File: src/rtl/ivl_uvm_ovl_clk_ctrl.sv
// Clock-enable controller: divides clk into one-cycle enable pulses,
// running continuously until stopped or for a fixed burst of pulses.
module ivl_uvm_ovl_clk_ctrl #(
    parameter int DIV_W = 8,
    parameter int CNT_W = 16
) (
    input  logic             clk,
    input  logic             rst_n,
    input  logic             start,
    input  logic             stop,
    input  logic             mode,
    input  logic [DIV_W-1:0] div_ratio,
    input  logic [CNT_W-1:0] burst_len,
    output logic             clk_en,
    output logic             busy,
    output logic             done,
    output logic [CNT_W-1:0] pulse_cnt
);

    typedef enum logic [1:0] {
        IDLE = 2'd0,
        RUN  = 2'd1,
        DONE = 2'd2
    } state_t;

    state_t           state;
    logic [DIV_W-1:0] div_cnt;
    logic [DIV_W-1:0] div_q;
    logic [DIV_W-1:0] div_last;
    logic             mode_q;
    logic [CNT_W-1:0] len_q;
    logic [CNT_W-1:0] pulse_nxt;
    logic             zero_burst;
    logic             last_pulse;
    logic             div_hit;

    // A captured ratio of 0 behaves as 1, so the wrap point is 0 in both cases.
    assign div_last   = (div_q == '0) ? '0 : div_q - DIV_W'(1);
    assign div_hit    = (div_cnt == div_last);
    // Zero-length burst: one empty RUN cycle, no enable pulse.
    assign zero_burst = mode_q && (len_q == '0);
    assign pulse_nxt  = pulse_cnt + CNT_W'(1);
    assign last_pulse = mode_q && (pulse_nxt == len_q);

    assign busy   = (state == RUN);
    assign done   = (state == DONE);
    assign clk_en = (state == RUN) && div_hit && !zero_burst;

    // Run-control FSM with configuration capture and pulse counting.
    always_ff @(posedge clk or negedge rst_n) begin
        if (!rst_n) begin
            state     <= IDLE;
            div_cnt   <= '0;
            pulse_cnt <= '0;
            mode_q    <= 1'b0;
            div_q     <= '0;
            len_q     <= '0;
        end else begin
            unique case (state)
                IDLE: begin
                    if (start && !stop) begin
                        state     <= RUN;
                        mode_q    <= mode;
                        div_q     <= div_ratio;
                        len_q     <= burst_len;
                        div_cnt   <= '0;
                        pulse_cnt <= '0;
                    end
                end
                RUN: begin
                    div_cnt <= div_hit ? '0 : div_cnt + DIV_W'(1);
                    if (clk_en) begin
                        pulse_cnt <= pulse_nxt;
                    end
                    if (stop || zero_burst || (clk_en && last_pulse)) begin
                        state <= DONE;
                    end
                end
                DONE: begin
                    state <= IDLE;
                end
                default: begin
                    state <= IDLE;
                end
            endcase
        end
    end

endmodule
File: config.mk
export PLATFORM = sky130hd
export DESIGN_NAME = ivl_uvm_ovl_clk_ctrl
export DESIGN_NICKNAME = d
export VERILOG_FILES = /design/src/rtl/ivl_uvm_ovl_clk_ctrl.sv
export SDC_FILE = /design/constraint.sdc
export NUM_CORES = 1
export LEC_CHECK = 0
export ABC_AREA = 1
export CORE_AREA = 2 2 120 64
export DETAILED_ROUTE_END_ITERATION = 6
export DIE_AREA = 0 0 122 66
export PLACE_DENSITY = 0.72
export SYNTH_ARGS = -nofsm -noshare
export SYNTH_HDL_FRONTEND = slang
export SYNTH_SLANG_ARGS = --single-unit
File: constraint.sdc
create_clock -name clk -period 4.4 [get_ports clk]
set_input_delay 0.66 -clock clk [delete_from_list [all_inputs] [get_ports clk]]
set_output_delay 0.66 -clock clk [all_outputs]
set_load 0.01 [all_outputs]
[Word-level counts from Yosys, hierarchy flattened]
Cells that the tools add are included.
Storage, ports and cells
  bits in registers: 51
  input bits: 29
  output and inout port bits: 19
  logic and storage cells: 44
Operators by class
  add/subtract/negate cells: 3
  equality and inequality tests: 7
  muxes and demuxes: 10
  reductions and logical operators: 18
Operator list (count)
  $mux 16: 2
  $pmux 16 s2: 1
  $mux 8: 3
  $add 16x1->16 const B: 1
  $eq 16x16->1: 1
  $logic_not 16->1: 1
  $pmux 8 s2: 1
  $add 8x1->8 const B: 1
  $eq 8x8->1: 1
  $logic_not 8->1: 1
  $sub 8x1->8 const B: 1
  $logic_and 1x1->1: 6
  $reduce_and 2->1: 3
  $mux 2: 2
  $ne 2x2->1 const B: 2
  $pmux 2 s2: 1
  $reduce_and 3->1: 1
  $eq 2x1->1 const B: 1
  $eq 2x2->1 const B: 1
  $logic_not 1->1: 2
  $logic_not 2->1: 1
  $logic_or 1x1->1: 2
  $ne 2x1->1 const B: 1
  $reduce_bool 2->1: 1

[Longest topological paths before layout]
  depth after elaboration: 9
  gate-level depth with buffers: 17
  depth with buffers taken out: 17

[Worst setup path before layout]
Ideal clock, no wire load.
  path kind: reg-to-output
  start point: reg div_q[0]
  end point: out clk_en
  arrival: 1639 ps
  data required time: 3740 ps
  setup slack: 2101 ps
  cell stages (with the launch flop): 14
  path buffers: 1
  path through: dfrtp_1 > inv_2 > ha_1 > nand2_2 > inv_2 > nand2_4 > buf_12 > nand3_4 > nand2_4 > nor2_8 > nand2_1 > nor2_1 > nand2_1 > nor2_2
On the way
  cells in the longest elaborated chain, start to end: 5
  elaborated cells on any way between the ends: 6
  those cells by class: add/sub (1); eq/ne (1); mux (1); reduce/logical (3)
Ends and longest elaborated chain
  start, declared: RTL line 28  | logic [DIV_W-1:0] div_q;
  start signal, assigned: RTL line 64  | div_q <= div_ratio;
  $sub 8x1->8 / $logic_not 8->1 (equally long branches): RTL line 38  | assign div_last = (div_q == '0) ? '0 : div_q - DIV_W'(1);
  $mux 8 *: RTL line 38
  $eq 8x8->1 *: RTL line 39  | assign div_hit = (div_cnt == div_last);
  $logic_and 1x1->1 * (2 in series): RTL line 47  | assign clk_en = (state == RUN) && div_hit && !zero_burst;
  end, declared: RTL line 14  | output logic clk_en,
Every way passes the cells marked *; elsewhere a longest branch is shown, timed or not.

[Worst setup path after layout]
Ends and elaborated chain as after synthesis.

==> out/qor.tcl <==
set qor(synth_top_cells_by_area) {sky130_fd_sc_hd__dfrtp_1 38%, sky130_fd_sc_hd__nand2_1 17%, sky130_fd_sc_hd__nand3_1 6.7%}
set qor(global_route_wire_length_before_repair_um) 15200
set qor(synth_edf_count) 0
set qor(core_area_um2) 7020
set qor(worstSetupStartpointType) {register}
set qor(status) {complete, no violations}
set qor(ys.warnings.count) 0
set qor(relSlewSlack) 0.519
set qor(clock_tree_from_tritoncts) {yes}
set qor(route.detailed.vias_per_inst) 5.25
set qor(drt-pass1-iter-count) 5
set qor(cellPowerDensity_nw_per_um2) 407
set qor(critical_path_peak_fanout) 13
set qor(grt_overflow) 0
set qor(detail_route.wl_per_cell_um) 15.3
set qor(synth-seq-area-share) 0.379
set qor(syn_avg_cell_area_um2) 7.25
set qor(max-clock-path-buffers) 2
set qor(async_sr_flop_fraction) 1.00
set qor(multiInputGateArea_um2) 1800
set qor(vias) 3203
set qor(drt.antenna.violating_nets) 0
set qor(max_cap_violations) 0
set qor(ys_dominant_reg_cell) {sky130_fd_sc_hd__dfrtp_1}
set qor(final_min_period_over_clock_period) 0.757
set qor(dieArea_um2) 8050
set qor(total_setup_violations_reported_at_the_end_of_the_flow) 0
set qor(initial_core_util) 0.479
set qor(synth_common_cells) {149 x sky130_fd_sc_hd__nand2_1, 53 x sky130_fd_sc_hd__inv_1, 51 x sky130_fd_sc_hd__dfrtp_1, 45 x sky130_fd_sc_hd__nand3_1, 35 x sky130_fd_sc_hd__nor2_1}
set qor(floorplan.die.width_um) 122
set qor(nFillCells) 683
set qor(yosysUniqueCellTypes) 33
set qor(pins_over_their_slew_limit) 0
set qor(synth_most_common_cell) {sky130_fd_sc_hd__nand2_1}
set qor(mappedNetlistArea_um2) 3360
set qor(io_pins) 48
set qor(hold_path_class) {in -> async}
set qor(global_route.usage.total) 0.251
set qor(post_cts_resized) 0
set qor(drcViolationCount) 0
set qor(final_layout_size_suffix_gt1_frac) 0.105
set qor(cts_made_buffers) 5
set qor(drt_iter0_drc) 362
set qor(leakage_nw) 1.83
set qor(final_nets) 545
set qor(grt_setup_unrepaired) {no}
set qor(cp_data_arrival_time_ns) 2.67
set qor(first_global_vias) 2913
set qor(antennaDiodeCount) 0
set qor(cts_setup_buffers) 0
set qor(flow.area_growth_from_synthesis_pct) 21.8
set qor(total_power_mw) 1.67
set qor(clock_insertion_delay_worst_skew_ns) 0.29
set qor(tns_ns) 0
set qor(antenna_violations_before_repair) 0
set qor(final_routed_wirelength_um) 9360
set qor(buffer_ports.inserted) 47
set qor(syn_inst_count) 464
set qor(gp_congestion) 0.937
set qor(die-height_um) 66
set qor(crit_end_category) {primary output}
set qor(timing.final.hold_violations) 0
set qor(ffs_latches_synth) 51
set qor(sum_of_net_half_perimeters_after_detailed_placement_um) 7280
set qor(worst_voltage_drop_across_the_vdd_grid_mv) 0.191
set qor(placedCellCount) 602
set qor(holdBufCountCts) 0
set qor(layout.cells.non_filler) 610
set qor(worstRegToRegCells) 14
set qor(placementRows) 22
set qor(grt_start_max_net_pins) 52
set qor(synthDominantAreaCellType) {sky130_fd_sc_hd__dfrtp_1}
set qor(worst_ep_required_time_ns) 3.74
set qor(worst-slew-pin-transition_ns) 0.718
set qor(layout.area.seq_um2) 1280
set qor(cts.clk_slew.worst_paths_ns) 0.07
set qor(mappedNetlistNets) 496
set qor(post-route-min-period_ns) 3.33
set qor(master_cell_of_the_clock_root_buffer) {sky130_fd_sc_hd__clkbuf_16}
set qor(setup_clock_skew_after_layout_ns) 0.00578
set qor(cts_htree_levels) 2
set qor(synthDominantCellAreaShare) 0.379
set qor(clkSinkCount) 51
set qor(maximum_frequency_from_static_timing_analysis_mhz) 300
set qor(worst-setup-path-type) {reg -> out}
[placed cells by master (no fill, tap or decap), types with 2 or more instances in the layout]
master and n:
sky130_fd_sc_hd__a21oi_1 4, sky130_fd_sc_hd__buf_4 3, sky130_fd_sc_hd__bufinv_16 2, sky130_fd_sc_hd__clkbuf_16 5, sky130_fd_sc_hd__clkdlybuf4s50_1 46, sky130_fd_sc_hd__dfrtp_1 51, sky130_fd_sc_hd__ha_1 3, sky130_fd_sc_hd__inv_1 53
sky130_fd_sc_hd__inv_2 5, sky130_fd_sc_hd__nand2_1 149, sky130_fd_sc_hd__nand2_2 4, sky130_fd_sc_hd__nand2_4 4, sky130_fd_sc_hd__nand3_1 45, sky130_fd_sc_hd__nand3_2 5, sky130_fd_sc_hd__nand3_4 2, sky130_fd_sc_hd__nand3b_1 3
sky130_fd_sc_hd__nand4_1 14, sky130_fd_sc_hd__nor2_1 35, sky130_fd_sc_hd__nor2_2 7, sky130_fd_sc_hd__nor2_4 2, sky130_fd_sc_hd__nor3_1 5, sky130_fd_sc_hd__o21ai_0 31, sky130_fd_sc_hd__o21ai_1 8, sky130_fd_sc_hd__o22ai_2 10
sky130_fd_sc_hd__xor2_1 6
[critical path, stage by stage, from the launching register on]
cell                              delay, ns
sky130_fd_sc_hd__dfrtp_1               0.36
sky130_fd_sc_hd__inv_2                 0.09
sky130_fd_sc_hd__ha_1                  0.25
sky130_fd_sc_hd__nand2_2               0.10
sky130_fd_sc_hd__inv_2                 0.06
sky130_fd_sc_hd__nand2_4               0.17
sky130_fd_sc_hd__nand2_1               0.08
sky130_fd_sc_hd__nand2_1               0.10
sky130_fd_sc_hd__nand2_4               0.07
sky130_fd_sc_hd__nor2_8                0.11
sky130_fd_sc_hd__nand2_1               0.06
sky130_fd_sc_hd__nor2_1                0.13
sky130_fd_sc_hd__nand2_1               0.09
sky130_fd_sc_hd__nor2_2                0.15
sky130_fd_sc_hd__clkdlybuf4s50_1       0.56
[state kept, by name, summed over array words and instances, names as in the netlist]
name	flops
div_q	8
div_cnt	8
mode_q	1
state	2
pulse_cnt	16
len_q	16
[layer usage]
metal / part of all wire / GRT usage / up-vias
met1: 0.54 / 0.412 / 1456
met4: 0.0036 / 0.0359 / 0
li1: - / - / 1603
met5: 0 / 0 / -
met2: 0.36 / 0.324 / 139
met3: 0.097 / 0.0621 / 5
[worst paths after layout]
check / from / end / slack (ns)
worst max-delay path: div_q[0] / clk_en / 1.07
worst min-delay path: rst_n / len_q[12] / 0.48
worst max register to register: pulse_cnt[0] / state[0] / 1.98
worst min register to register: len_q[13] / len_q[13] / 0.54
max in group asynchronous: rst_n / div_cnt[2] / 3.46
min in group clk: len_q[13] / len_q[13] / 0.54
[stage by stage]
step                hold slack, ns  cell area (um^2)   util  worst slack (ns)
global route                 0.535              4100  0.584             0.869
detailed placement           0.526              3910  0.557              1.39
CTS                          0.516              4100  0.584              1.07
floorplan                    0.364              3360      -              2.10
finish                       0.481              4100  0.584              1.07
global placement             0.524              3910  0.557              1.50
[cell families after synthesis]
logic type,synth area share
flops,0.379
fa+ha+maj,0.0112
compound gates,0.103
simple gates,0.401
xor+xnor,0.0182
buf+inv,0.0866
[layout make-up]
type / count / area share
repair buffers: 50 / 0.119
well taps: 96 / 0.0293
inverters: 59 / 0.0540
flip-flops and latches: 51 / 0.311
clock inverters: 2 / 0.0147
multi-input cells: 346 / 0.440
clock buffers: 6 / 0.0315
[power breakdown]
group          switching [mW]  internal [mW]  leakage [nW]
combinational           0.341          0.204          1.07
clock                   0.175          0.326        0.0911
sequential             0.0793          0.543         0.666
Power figures use the tool's default switching activity.
